--- src/rtl/serdes_pkg.sv ---
// Shared types and sizing helpers for the serializer/deserializer blocks.
package serdes_pkg;

  typedef enum logic {
    IDLE  = 1'b0,
    SHIFT = 1'b1
  } state_e;

  localparam int DEFAULT_WIDTH = 8;

  // Bit counter only needs to reach WIDTH-1 (bits still to emit after the first).
  function automatic int cnt_width(input int width);
    return $clog2(width);
  endfunction

endpackage

--- src/rtl/piso_serializer.sv ---
// Parallel-in serial-out stage with a one-word holding buffer; emits one bit
// per enabled clock on ser_out, back-to-back words without bubbles.
module piso_serializer
  import serdes_pkg::*;
#(
  parameter int WIDTH     = DEFAULT_WIDTH,
  parameter bit LSB_FIRST = 1'b0
) (
  input  logic             clock,
  input  logic             clear,
  input  logic             shift_en,
  input  logic             load_valid,
  input  logic [WIDTH-1:0] load_data,
  output logic             load_ready,
  output logic             ser_out,
  output logic             ser_valid,
  output logic             frame_start,
  output logic             busy
);

  localparam int            CW       = cnt_width(WIDTH);
  localparam logic [CW-1:0] CNT_LOAD = CW'(WIDTH - 1);
  localparam logic [CW-1:0] CNT_ONE  = CW'(1);

  state_e           state_q, state_d;
  logic [WIDTH-1:0] shreg_q, shreg_d;
  logic [CW-1:0]    cnt_q, cnt_d;
  logic             ser_out_q, ser_out_d;
  logic             ser_valid_q, ser_valid_d;
  logic             frame_start_q, frame_start_d;
  logic [WIDTH-1:0] buf_q, buf_d;
  logic             buf_full_q, buf_full_d;

  logic             accept;
  logic             load_word;
  logic             bypass;
  logic [WIDTH-1:0] word;

  function automatic logic first_bit(input logic [WIDTH-1:0] w);
    return LSB_FIRST ? w[0] : w[WIDTH-1];
  endfunction

  function automatic logic [WIDTH-1:0] advance(input logic [WIDTH-1:0] w);
    return LSB_FIRST ? (w >> 1) : (w << 1);
  endfunction

  assign accept = load_valid & ~buf_full_q;

  always_comb begin
    state_d       = state_q;
    shreg_d       = shreg_q;
    cnt_d         = cnt_q;
    ser_out_d     = ser_out_q;
    ser_valid_d   = ser_valid_q;
    frame_start_d = frame_start_q;
    buf_d         = buf_q;
    buf_full_d    = buf_full_q;
    load_word     = 1'b0;
    bypass        = 1'b0;
    word          = '0;

    if (shift_en) begin
      // IDLE always sits with cnt=0, so both cases reduce to a frame boundary.
      if (state_q == IDLE || cnt_q == '0) begin
        if (buf_full_q) begin
          load_word  = 1'b1;
          word       = buf_q;
          buf_full_d = 1'b0;
        end else if (accept) begin
          load_word = 1'b1;
          bypass    = 1'b1;
          word      = load_data;
        end else begin
          state_d       = IDLE;
          ser_out_d     = 1'b0;
          ser_valid_d   = 1'b0;
          frame_start_d = 1'b0;
        end
      end else begin
        ser_out_d     = first_bit(shreg_q);
        shreg_d       = advance(shreg_q);
        cnt_d         = cnt_q - CNT_ONE;
        frame_start_d = 1'b0;
      end
    end

    if (load_word) begin
      state_d       = SHIFT;
      ser_out_d     = first_bit(word);
      shreg_d       = advance(word);
      cnt_d         = CNT_LOAD;
      ser_valid_d   = 1'b1;
      frame_start_d = 1'b1;
    end

    if (accept && !bypass) begin
      buf_d      = load_data;
      buf_full_d = 1'b1;
    end
  end

  always_ff @(posedge clock or negedge clear) begin
    if (!clear) begin
      state_q       <= IDLE;
      shreg_q       <= '0;
      cnt_q         <= '0;
      ser_out_q     <= 1'b0;
      ser_valid_q   <= 1'b0;
      frame_start_q <= 1'b0;
      buf_q         <= '0;
      buf_full_q    <= 1'b0;
    end else begin
      state_q       <= state_d;
      shreg_q       <= shreg_d;
      cnt_q         <= cnt_d;
      ser_out_q     <= ser_out_d;
      ser_valid_q   <= ser_valid_d;
      frame_start_q <= frame_start_d;
      buf_q         <= buf_d;
      buf_full_q    <= buf_full_d;
    end
  end

  assign load_ready  = ~buf_full_q;
  assign ser_out     = ser_out_q;
  assign ser_valid   = ser_valid_q;
  assign frame_start = frame_start_q;
  assign busy        = (state_q == SHIFT) | buf_full_q;

endmodule
--- config.mk ---
export PLATFORM = sky130hd
export DESIGN_NAME = piso_serializer
export DESIGN_NICKNAME = d
export VERILOG_FILES = /design/src/rtl/serdes_pkg.sv /design/src/rtl/piso_serializer.sv
export SDC_FILE = /design/constraint.sdc
export NUM_CORES = 1
export LEC_CHECK = 0
export BUFFER_PORTS_ARGS = -buffer_cell sky130_fd_sc_hd__buf_2
export CORE_ASPECT_RATIO = 1.25
export CORE_UTILIZATION = 50
export CTS_BUF_LIST = sky130_fd_sc_hd__clkbuf_16
export DETAILED_ROUTE_END_ITERATION = 12
export GPL_TIMING_DRIVEN = 0
export HOLD_SLACK_MARGIN = 0.06
export PLACE_DENSITY = 0.83
export SYNTH_ARGS = -nofsm -noshare
export SYNTH_HDL_FRONTEND = slang
export SYNTH_SLANG_ARGS = --single-unit
--- constraint.sdc ---
create_clock -name clock -period 2.2 [get_ports clock]
set_clock_uncertainty 0.1 [all_clocks]
set_input_delay 0 -clock clock [delete_from_list [all_inputs] [get_ports clock]]
set_output_delay 0 -clock clock [all_outputs]
set_load 0.1 [all_outputs]
=== Word-level counts from Yosys, hierarchy flattened ===
Index checks and enable logic that the tools add are counted.

* Bits in registers: 23
* Input port bits: 12
* Output and inout bits: 5
* Logic and storage cells: 60

* $add $sub $neg: 1
* Eq/ne operators: 5
* Mux-type cells: 31
* Bitwise operators: 4
* Reductions and logical operators: 12

{| class="wikitable"
|+ Operators by type and width
! kind !! count
|-
| $mux W8 || 7
|-
| $mux W1 || 21
|-
| $mux W3 || 3
|-
| $reduce_bool A2 Y1 || 4
|-
| $ne A3 B3 Y1 const B || 2
|-
| $ne A2 B1 Y1 const B || 2
|-
| $reduce_and A2 Y1 || 2
|-
| $reduce_and A4 Y1 || 1
|-
| $logic_not A3 Y1 || 1
|-
| $reduce_and A3 Y1 || 1
|-
| $sub A3 B1 Y3 const B || 1
|-
| $ne A2 B2 Y1 const B || 1
|-
| $not A1 Y1 || 2
|-
| $and A1 B1 Y1 || 1
|-
| $logic_and A1 B1 Y1 || 1
|-
| $logic_not A1 Y1 || 1
|-
| $logic_or A1 B1 Y1 || 1
|-
| $or A1 B1 Y1 || 1
|}

=== Logic depth before layout (Yosys ltp) ===
* Depth in word-level cells: 10
* Mapped depth: 9
* Mapped depth without buffers: 7

=== Worst setup path before layout ===
Ideal clock, no wire load.

* Path type: register to register
* Start point: reg ser_valid (netlist name)
* End point: reg buf_q[0]
* Setup time: 0.125 ns
* Data arrival time: 1.871 ns
* Required time: 1.975 ns
* Setup slack: 0.104 ns
* Stages on the path, launching flop included: 7
* Buffers on the path: 2
* Period minus slack after synthesis: 2.096 ns
* Cells stage by stage: dfrtp_1 nand2b_1 buf_2 nand2_1 and2_4 buf_6 mux2_4

{| class="wikitable"
|+ RTL lines
! element !! line !! text
|-
| to (signal assigned) || piso_serializer.sv:119 || <nowiki>buf_q <= buf_d;</nowiki>
|-
| to (decl) || piso_serializer.sv:31 || <nowiki>logic [WIDTH-1:0] buf_q, buf_d;</nowiki>
|}

=== Worst setup path in the final report ===
* Start point: reg cnt_q[0]
* End point: reg buf_q[1]

* Longest elaborated chain between the ends: 6

{| class="wikitable"
|+ Ends and longest elaborated chain
! element !! line !! text
|-
| from (decl) || piso_serializer.sv:27 || <nowiki>logic [CW-1:0] cnt_q, cnt_d;</nowiki>
|-
| from (signal assigned) || piso_serializer.sv:115 || <nowiki>cnt_q <= cnt_d;</nowiki>
|-
| $logic_not A3 Y1 || piso_serializer.sv:64 || <nowiki>if (state_q == IDLE || cnt_q == '0) begin</nowiki>
|-
| $logic_or A1 B1 Y1 || piso_serializer.sv:64 ||
|-
| $mux W1 || piso_serializer.sv:64 ||
|-
| $mux W1 || piso_serializer.sv:62 || <nowiki>if (shift_en) begin</nowiki>
|-
| $logic_not A1 Y1 || piso_serializer.sv:96 || <nowiki>if (accept && !bypass) begin</nowiki>
|-
| $logic_and A1 B1 Y1 || piso_serializer.sv:96 ||
|}

No other way between the ends.
A chain may end at the register's enable or synchronous reset.

==> out/metrics.cfg <==
[status]
status=completed

[logic_synthesis]
seq_area_frac_synth_pct=51.6
synth_fp_nets=104
synth_top_flop_cell=dfrtp_1
yosysTopAreaCell=dfrtp_1
synthTopCellsByCount=22 x dfrtp_1, 11 x nand2_1, 8 x mux2_4
syn_area_sq_mm=0.00107
synth_top_area_share_pct=51.6
yosysMostFrequentCell=dfrtp_1
async_reset_ff_share_pct=100
syn_area_per_cell_sq_um=11.8
synth.distinct_cells=26
yosysWarnings=0
syn-instance-count=90
synthTopCellsByArea=dfrtp_1 52%, mux2_4 11%, a221oi_1 4.9%
synth-edff-count=0
synth-seq-cells=22

[route]
dr.pass1.iters=4
viasPerCell=5.82
initialDrtViolationCount=16
ant_nets=0
wl_um=2320
drc=0
wl_per_cell_um=16.6
vias=815

[clocking]
ctsHoldBuffers=11
post-cts-setup-buffers=0
clkLatencyLatePin_ns=0.25
cts_buffer_depth=2
cts_tree=done
path_clk_slew_ns=0.06
cts_root_buf=clkbuf_16
cts_buffers=3
cts_sinks=22
htreeDepth=1
cts-resized-gates=0

[sta]
holdWs_ns=0.158
finalSetupViolCount=0
worstMarginPinSlew_ns=0.499
rsz0062_at_grt=false
tns_ns=0
period_share_pct=94.4
max_freq_mhz=481
relSlewSlack_pct=66.7
finalCriticalPeriod_ns=2.08
hold_viol=0
slew_viol_final=0

[global_route]
grt-ovfl-total=0
grt_max_degree=23
track_usage_pct=22.3
grt_pass1_vias=872
antenna_found_initial=0
grt_pass1_wl_um=3800

[layout]
fin_nets=135
nFillCells=128
drive_gt1_share_pct=30.8
num_antenna_cells=0
area_delta_synth_final_pct=27.1
fin_util_pct=68.4
finalNonFillerCells=140

[floorplan]
fp.dieH_um=53.6
rows=18
die_w_um=43.3
pin_count=17
dieArea_sq_mm=0.00232
core_area_sq_mm=0.00198
start_util_pct=53.8

[placement]
dp_hpwl_um=1470
portBuffers=15
dpl.cell_count=125
finalWeightedCongestion=0.749

[power_and_ir_drop]
p_leak_nw=0.647
totalPowerFinal_mw=2.04
ir_drop_uv=1090
power_density_mw_per_mm2=1500

[flow_run]
max_cap_violations=0

[critical_path]
criticalPathCategory=reg -> reg
cp.arrival_ns=2.12
cp_max_fo=8
endpoint_kind=flop
critPathRequiredTime_ns=2.24
crit_path_start_kind=flop

[min_path]
hold_class=in -> async

## report_power, final
group / switching (mW) / internal (mW) / leakage [nW]
sequential: 0.125 / 0.599 / 0.255
combinational: 0.600 / 0.330 / 0.353
clock: 0.140 / 0.242 / 0.0385
## final cells by class
cell class	instances	area, sq um	share of cell area (%)
inverters	5	18.8	1.39
repair buffers	26	185	13.7
clock buffers	3	75.1	5.54
plain buffers	6	42.5	3.14
multi-input cells	57	454	33.5
flip-flops and latches	22	551	40.6
well taps	20	25.0	1.85
clock inverters	1	3.75	0.277
## state kept, by name (all words and copies together), names as in the netlist
signal / count
buf_full_q: 1
buf_q: 8
cnt_q: 3
frame_start: 1
ser_out: 1
ser_valid: 1
shreg_q: 7
## routing by layer
layer	vias up	GRT usage, %	share of wire, %
met1	411	27.9	44
met4	0	9.60	1.6
li1	385	-	-
met2	14	38.1	53
met5	-	0	0
met3	5	4.03	1.9
## path summary, 6_finish.rpt
kind	cells after the start	slack [ns]	startpoint	to
hold reg to reg	1	0.38	ser_out$_DFFE_PN0P_	ser_out$_DFFE_PN0P_
setup reg to reg	9	0.12	cnt_q[0]$_DFFE_PN0P_	buf_q[1]$_DFFE_PN0P_
max in group asynchronous	2	1.50	clear	shreg_q[1]$_DFFE_PN0P_
setup / recovery	9	0.12	cnt_q[0]$_DFFE_PN0P_	buf_q[1]$_DFFE_PN0P_
min in group clock	1	0.38	ser_out$_DFFE_PN0P_	ser_out$_DFFE_PN0P_
hold / removal	2	0.16	clear	ser_out$_DFFE_PN0P_
## worst max-delay path: stages, from the launching register on
cell	delay, ns
dfrtp_1	0.34
inv_1	0.06
ha_1	0.20
ha_1	0.19
nand2b_1	0.15
buf_2	0.18
nand2_1	0.13
and2_4	0.16
buf_6	0.15
mux2_4	0.31
## cells in the final DEF (no fill, tap or decap), drive strengths merged, types with 4 or more instances in the layout
cell type and n:
nor2 6, a221oi 6, clkbuf 4, o31ai 7
buf 20, dlygate4sd3 11, mux2 8, nand2 11
inv 5, dfrtp 22
## stage by stage
step / worst slack (ns) / instance area [sq um]
3_3_place_gp: 0.215 / 1170
5_1_grt: 0.00783 / 1360
4_1_cts: 0.113 / 1360
6_report: 0.123 / 1360
3_5_place_dp: 0.155 / 1170
2_1_floorplan: 0.104 / 1070
## cell families after synthesis
kind of cell | count (synthesis) | share of synthesized area (%)
DFF | 22 | 51.6
AOI/OAI and AO/OA | 24 | 18.9
and+or+nand+nor | 23 | 10.1
adders and majority gates | 2 | 2.35
buffers and inverters | 11 | 5.75
muxes | 8 | 11.3
No activity file was read; power rests on OpenSTA's default activity.
